[src/rtl/riscv_pkg.sv]
// Shared RISC-V core definitions: default register-file geometry and
// the architectural register address type.
package riscv_pkg;

    // Default data width of one architectural register.
    localparam int WIDTH_DEF    = 32;

    // Default number of architectural registers (x0..x31).
    localparam int NUM_REGS_DEF = 32;

    // Address width that follows from the default register count.
    localparam int ADDR_W_DEF   = $clog2(NUM_REGS_DEF);

    // Architectural register index at the default geometry.
    typedef logic [ADDR_W_DEF-1:0] addr_t;

    // One register value at the default geometry.
    typedef logic [WIDTH_DEF-1:0]  word_t;

endpackage

[src/rtl/reg_scoreboard.sv]
// Pending-result scoreboard: one busy bit per register plus a registered
// count of busy bits. Issue marks a destination busy and writeback clears it.
// A same-edge issue and writeback to one register leaves it busy, because the
// newer producer has not written back yet. Register 0 is never tracked.
module reg_scoreboard
    import riscv_pkg::*;
#(
    parameter  int NUM_REGS = NUM_REGS_DEF,
    localparam int ADDR_W   = $clog2(NUM_REGS)
) (
    input  logic              clk,
    input  logic              rst,
    input  logic              wr_en,
    input  logic [ADDR_W-1:0] wr_addr,
    input  logic              issue_en,
    input  logic [ADDR_W-1:0] issue_rd,
    input  logic [ADDR_W-1:0] rs1_addr,
    input  logic [ADDR_W-1:0] rs2_addr,
    output logic              rs1_busy,
    output logic              rs2_busy,
    output logic [ADDR_W:0]   pending_cnt
);

    localparam logic [ADDR_W:0] CNT_ONE = (ADDR_W+1)'(1);

    logic [NUM_REGS-1:0] busy;
    logic [NUM_REGS-1:0] busy_next;
    logic [ADDR_W:0]     cnt_next;
    logic                wr_v;
    logic                iss_v;
    logic                set_new;
    logic                clr_new;

    assign wr_v  = wr_en    && (wr_addr  != '0);
    assign iss_v = issue_en && (issue_rd != '0);

    // Next busy vector and the count change it implies.
    always_comb begin
        // NOTE: every signal written here gets a default first, so no path
        // leaves it unassigned and no latch is inferred.
        busy_next = busy;
        cnt_next  = pending_cnt;
        // A bit is newly set only if it was idle. A bit is newly cleared only
        // if it was busy and is not being re-issued on the same edge.
        set_new   = iss_v && !busy[issue_rd];
        clr_new   = wr_v && busy[wr_addr] && !(iss_v && (issue_rd == wr_addr));
        if (wr_v) begin
            busy_next[wr_addr] = 1'b0;
        end
        if (iss_v) begin
            busy_next[issue_rd] = 1'b1;
        end
        if (set_new && !clr_new) begin
            cnt_next = pending_cnt + CNT_ONE;
        end else if (clr_new && !set_new) begin
            cnt_next = pending_cnt - CNT_ONE;
        end
    end

    // Busy bits and pending count; both are cleared immediately by reset.
    always_ff @(posedge clk or negedge rst) begin
        // NOTE: state registers use non-blocking assignments so every flop
        // samples the pre-edge value, whatever order the statements run in.
        if (!rst) begin
            busy        <= '0;
            pending_cnt <= '0;
        end else begin
            busy        <= busy_next;
            pending_cnt <= cnt_next;
        end
    end

    // Read-port hazard flags. A writeback on this cycle already resolves the
    // hazard, so a consumer does not need to wait for the next edge.
    always_comb begin
        rs1_busy = 1'b0;
        rs2_busy = 1'b0;
        if (rst) begin
            rs1_busy = busy[rs1_addr] && !(wr_en && (wr_addr == rs1_addr));
            rs2_busy = busy[rs2_addr] && !(wr_en && (wr_addr == rs2_addr));
        end
    end

endmodule

[src/rtl/reg_file.sv]
// Integer register file: two combinational read ports with writeback bypass,
// one write port, a hardwired-zero x0, and a pending-result scoreboard for
// hazard detection.
module reg_file
    import riscv_pkg::*;
#(
    parameter  int WIDTH    = WIDTH_DEF,
    parameter  int NUM_REGS = NUM_REGS_DEF,
    localparam int ADDR_W   = $clog2(NUM_REGS)
) (
    input  logic              clk,
    input  logic              rst,
    input  logic [ADDR_W-1:0] rs1_addr,
    input  logic [ADDR_W-1:0] rs2_addr,
    output logic [WIDTH-1:0]  rs1_data,
    output logic [WIDTH-1:0]  rs2_data,
    input  logic              wr_en,
    input  logic [ADDR_W-1:0] wr_addr,
    input  logic [WIDTH-1:0]  wr_data,
    input  logic              issue_en,
    input  logic [ADDR_W-1:0] issue_rd,
    output logic              rs1_busy,
    output logic              rs2_busy,
    output logic              hazard,
    output logic [ADDR_W:0]   pending_cnt
);

    // Entry 0 is reset and never written, so it holds zero at all times.
    logic [WIDTH-1:0] regs [NUM_REGS];
    logic             wr_v;

    assign wr_v = wr_en && (wr_addr != '0);

    // Register storage: one write per edge, all entries cleared by reset.
    always_ff @(posedge clk or negedge rst) begin
        // NOTE: the array is reset on purpose. Reset must leave every register
        // reading zero without any clock, so it cannot become a RAM macro.
        if (!rst) begin
            for (int i = 0; i < NUM_REGS; i++) begin
                regs[i] <= '0;
            end
        end else if (wr_v) begin
            regs[wr_addr] <= wr_data;
        end
    end

    // Read ports: writeback bypass first, then storage. x0 reads zero. Both
    // ports read zero while reset is held, even if wr_en is driven.
    always_comb begin
        rs1_data = '0;
        rs2_data = '0;
        if (rst) begin
            if (wr_v && (wr_addr == rs1_addr)) begin
                rs1_data = wr_data;
            end else if (rs1_addr != '0) begin
                rs1_data = regs[rs1_addr];
            end
            if (wr_v && (wr_addr == rs2_addr)) begin
                rs2_data = wr_data;
            end else if (rs2_addr != '0) begin
                rs2_data = regs[rs2_addr];
            end
        end
    end

    reg_scoreboard #(
        .NUM_REGS (NUM_REGS)
    ) u_scoreboard (
        .clk         (clk),
        .rst         (rst),
        .wr_en       (wr_en),
        .wr_addr     (wr_addr),
        .issue_en    (issue_en),
        .issue_rd    (issue_rd),
        .rs1_addr    (rs1_addr),
        .rs2_addr    (rs2_addr),
        .rs1_busy    (rs1_busy),
        .rs2_busy    (rs2_busy),
        .pending_cnt (pending_cnt)
    );

    assign hazard = rs1_busy || rs2_busy;

endmodule
[config.mk]
export PLATFORM = sky130hd
export DESIGN_NAME = reg_file
export DESIGN_NICKNAME = d
export VERILOG_FILES = /design/src/rtl/riscv_pkg.sv /design/src/rtl/reg_scoreboard.sv /design/src/rtl/reg_file.sv
export SDC_FILE = /design/constraint.sdc
export NUM_CORES = 2
export LEC_CHECK = 0
export BUFFER_PORTS_ARGS = -buffer_cell sky130_fd_sc_hd__buf_2
export CAP_MARGIN = 20
export CORE_MARGIN = 3
export CORE_UTILIZATION = 48
export CTS_CLUSTER_DIAMETER = 40
export DETAILED_ROUTE_END_ITERATION = 10
export SLEW_MARGIN = 25
export SYNTH_ARGS = -nofsm -noshare
export SYNTH_HDL_FRONTEND = slang
export SYNTH_SLANG_ARGS = --single-unit
[constraint.sdc]
create_clock -name clk -period 4.9 [get_ports clk]
set_input_delay 0.735 -clock clk [delete_from_list [all_inputs] [get_ports clk]]
set_output_delay 0.735 -clock clk [all_outputs]
set_load 0.1 [all_outputs]
==> flow_summary.yaml <==
run_status:
  status: "finished, final reports clean"
placed_design:
  port_buffers: 128
  dp_hpwl_um: 104000
  dpl-instance-area_mm2: 0.0599
  place_congestion: 0.841
global_routing:
  grt_pass1_wl_um: 271000
  track_usage_pct: 29.2
  grt_max_degree: 176
  grt_antenna_before_repair: 1
  overflow: 0
  grt_pass1_vias: 39665
run:
  drv_cap: 0
synthesis:
  yosysWarningCount: 0
  synth_area_leader_cell: "dfrtp_1"
  synthCells: 4042
  synth-edff-count: 0
  synth-seq-cells: 1062
  synth_area_per_cell_um2: 14.3
  yosys.area.top_type_share_pct: 46.1
  ys_types: 60
  async_flop_share_pct: 100
  yosysSeqAreaShare_pct: 46.1
  synth-main-ff-cell: "dfrtp_1"
  syn-num-nets: 4105
  syn-cell-area_mm2: 0.0576
  synthTopCellsByArea: "dfrtp_1 46%, mux2_2 19%, mux4_2 16%"
timing:
  fmax_mhz: 218
  rsz0062_at_grt: "false"
  setup_tns_ns: 0
  period_needed_ns: 4.59
  hold_ws_ns: 0.396
  finalMaxSlewViolations: 0
  finalSetupViolCount: 0
  hold_viol: 0
  fin_worst_skew_ns: 0.0149
  fin_crit_sh_pct: 93.6
  max_slew_margin_pct: 26.2
  worst_pin_slew_ns: 1.11
detailed_routing:
  routed_via_density: 6.66
  wl_per_cell_um: 31.5
  antenna_left: 0
  vias: 38304
  drt-total-wl_um: 181000
  firstDrtPassIters: 5
  route.detailed.drc: 0
  drtIter0Drc: 3633
worst_setup_path:
  start_kind: "input pin"
  cp_data_arrival_time_ns: 3.85
  critPathSlowestCell: "o311ai_4"
  path_delay_family: "compound AO/OA/AOI/OAI gates"
  crit_chain: "buf_2 > xnor2_1 > nand4_1 > o311ai_4 > buf_4 > buf_4 > nor3_1 > a221o_1 > buf_2"
  worstPathRequired_ns: 4.16
  path_buf_inv: 4
  critPathMaxFanout: 11
  criticalPathCategory: "in -> out"
  max_stage_delay_ns: 1.05
  crit_path_end_kind: "output pin"
finish:
  register_area_mm2: 0.0266
  fillCellCount: 9686
  drive_above_1_share_pct: 48.9
  area_delta_synth_final_pct: 14.8
  design_area_mm2: 0.0661
  multiInputGateArea_mm2: 0.0291
  finalCoreUtilization_pct: 55.8
  fin_nets: 4064
clock_network:
  cts_buffers: 169
  clk_pin_slew_ns: 0.05
  clk_latency_ns: 0.78
  clkSinkCount: 1062
  cts_tree: "done"
  clockBufferDepth: 3
  ctsResizeCount: 0
  htreeDepth: 4
  root_buffer: "clkbuf_16"
floorplanning:
  fp.dieH_um: 352
  rows: 126
  core_mm2: 0.119
  die_w_um: 352
  start_util_pct: 48.6
  ios: 129
  die_area_mm2: 0.124
power_and_ir_drop:
  ir_worst_vdd_v: 0.000381
  p_leak_nw: 28.5
  pwr_density_cell_mw_per_mm2: 463
min_path:
  hp-class: "reg -> reg"
## flip-flops by register name, summed over array words and instances (netlist names)
name and count:
u_scoreboard.busy 32, regs 1024, u_scoreboard.pending_cnt 6
## synthesized netlist by cell type, types with 6 or more instances
library cell / n
buf_1: 12
nor2_1: 53
nand2_1: 64
nand3b_1: 8
o21ai_0: 29
a221o_1: 63
a22o_1: 10
buf_4: 31
buf_6: 14
nor3_1: 39
dfrtp_1: 1062
nand2b_1: 9
mux2_2: 994
a21oi_1: 104
ha_1: 6
o221ai_1: 128
inv_1: 16
buf_2: 163
nand3_1: 18
a22oi_1: 126
xnor2_1: 13
mux4_2: 416
nor2b_1: 8
clkbuf_1: 251
o22ai_1: 69
mux2i_1: 263
## worst paths after layout
kind	start	end	slack [ns]	cells after the start
max	wr_addr[1]	rs1_data[8]	0.31	9
min reg2reg	regs[1020]	regs[1020]	0.40	0
min in group asynchronous	rst	u_scoreboard.pending_cnt[1]	0.47	2
min	regs[1020]	regs[1020]	0.40	0
max reg2reg	u_scoreboard.busy[11]	u_scoreboard.pending_cnt[5]	1.37	13
max in group asynchronous	rst	regs[390]	1.82	5
## cells by family after synthesis
logic type | synth area share (%)
AOI/OAI and AO/OA | 7.06
xor gates and xnor gates | 0.274
adders and majority gates | 0.165
buffers and inverters | 3.93
DFF | 46.1
muxes | 40.3
and+or+nand+nor | 2.17
## metal layers
layer | track usage [%] | up-vias | part of all wire, %
li1 | - | 15809 | -
met1 | 39.8 | 20613 | 42
met2 | 46.2 | 1447 | 47
met3 | 5.74 | 435 | 6.6
met4 | 11.6 | 0 | 3.9
met5 | 0 | - | 0
## worst reg2reg max path, cell delays in order (launching register included)
cell and delay, ns:
dfrtp_1 0.46, mux4_2 0.49, mux4_2 0.46, nor2_1 0.11
a21oi_1 0.05, nor2_1 0.10, ha_1 0.26, inv_1 0.17
ha_1 0.35, a21oi_1 0.17, a21boi_0 0.17, o21a_1 0.23
o2111ai_1 0.20, o311ai_0 0.18
## report_power, final
group / switching (W) / internal [W] / total, W
registers: 0.00126 / 0.0105 / 0.0117
logic: 0.00286 / 0.00313 / 0.00599
clock network: 0.00466 / 0.00823 / 0.0129
total: 0.00878 / 0.0218 / 0.0306
## cell usage in the layout (no fill, tap or decap), drive strengths merged, types with 3 or more instances in the layout
cell type,synthesis,final
nor2b,8,8
ha,6,6
a221o,63,63
nand2b,9,9
a22o,10,10
xnor2,13,13
clkbuf,252,198
nor3b,7,7
nand2,64,64
o221ai,128,128
nor2,53,53
nor4,3,3
xor2,5,5
nand3b,8,8
o22ai,69,69
o21ai,29,29
and3b,3,3
and2,4,4
mux2i,263,263
clkinv,2,50
o311ai,3,3
mux2,995,995
inv,16,35
and3,4,4
bufinv,0,29
a22oi,126,126
nand3,18,18
o2111ai,4,4
buf,220,259
clkinvlp,0,24
mux4,416,416
a21oi,104,104
a2111oi,3,3
dfrtp,1062,1062
nand4,3,3
or2,8,8
nor3,44,44
## per-stage QoR
step                      power [W]  setup slack [ns]  instances
after detailed placement     0.0178             0.380       5427
after floorplan              0.0162             0.404       4042
after global routing         0.0319             0.310       5748
after CTS                    0.0308             0.379       5746
after global placement       0.0176             0.401       5427
final                        0.0306             0.315       5750
## layout make-up
type	instances	share of cell area (%)
Timing Repair Buffer	260	3.40
Multi-Input combinational cell	2490	44.0
Antenna cell	2	0.00757
Clock inverter	120	2.47
Clock buffer	198	6.84
Sequential cell	1062	40.2
Tap cell	1600	3.03
Inverter	18	0.102
## timing repair
| item | in CTS | in global routing |
|---|---|---|
| hold endpoints to repair | 36 | 0 |
| setup buffers | 0 | 0 |
| hold buffers | 1 | 0 |
Note: power is estimated with default switching activity, not from simulation.
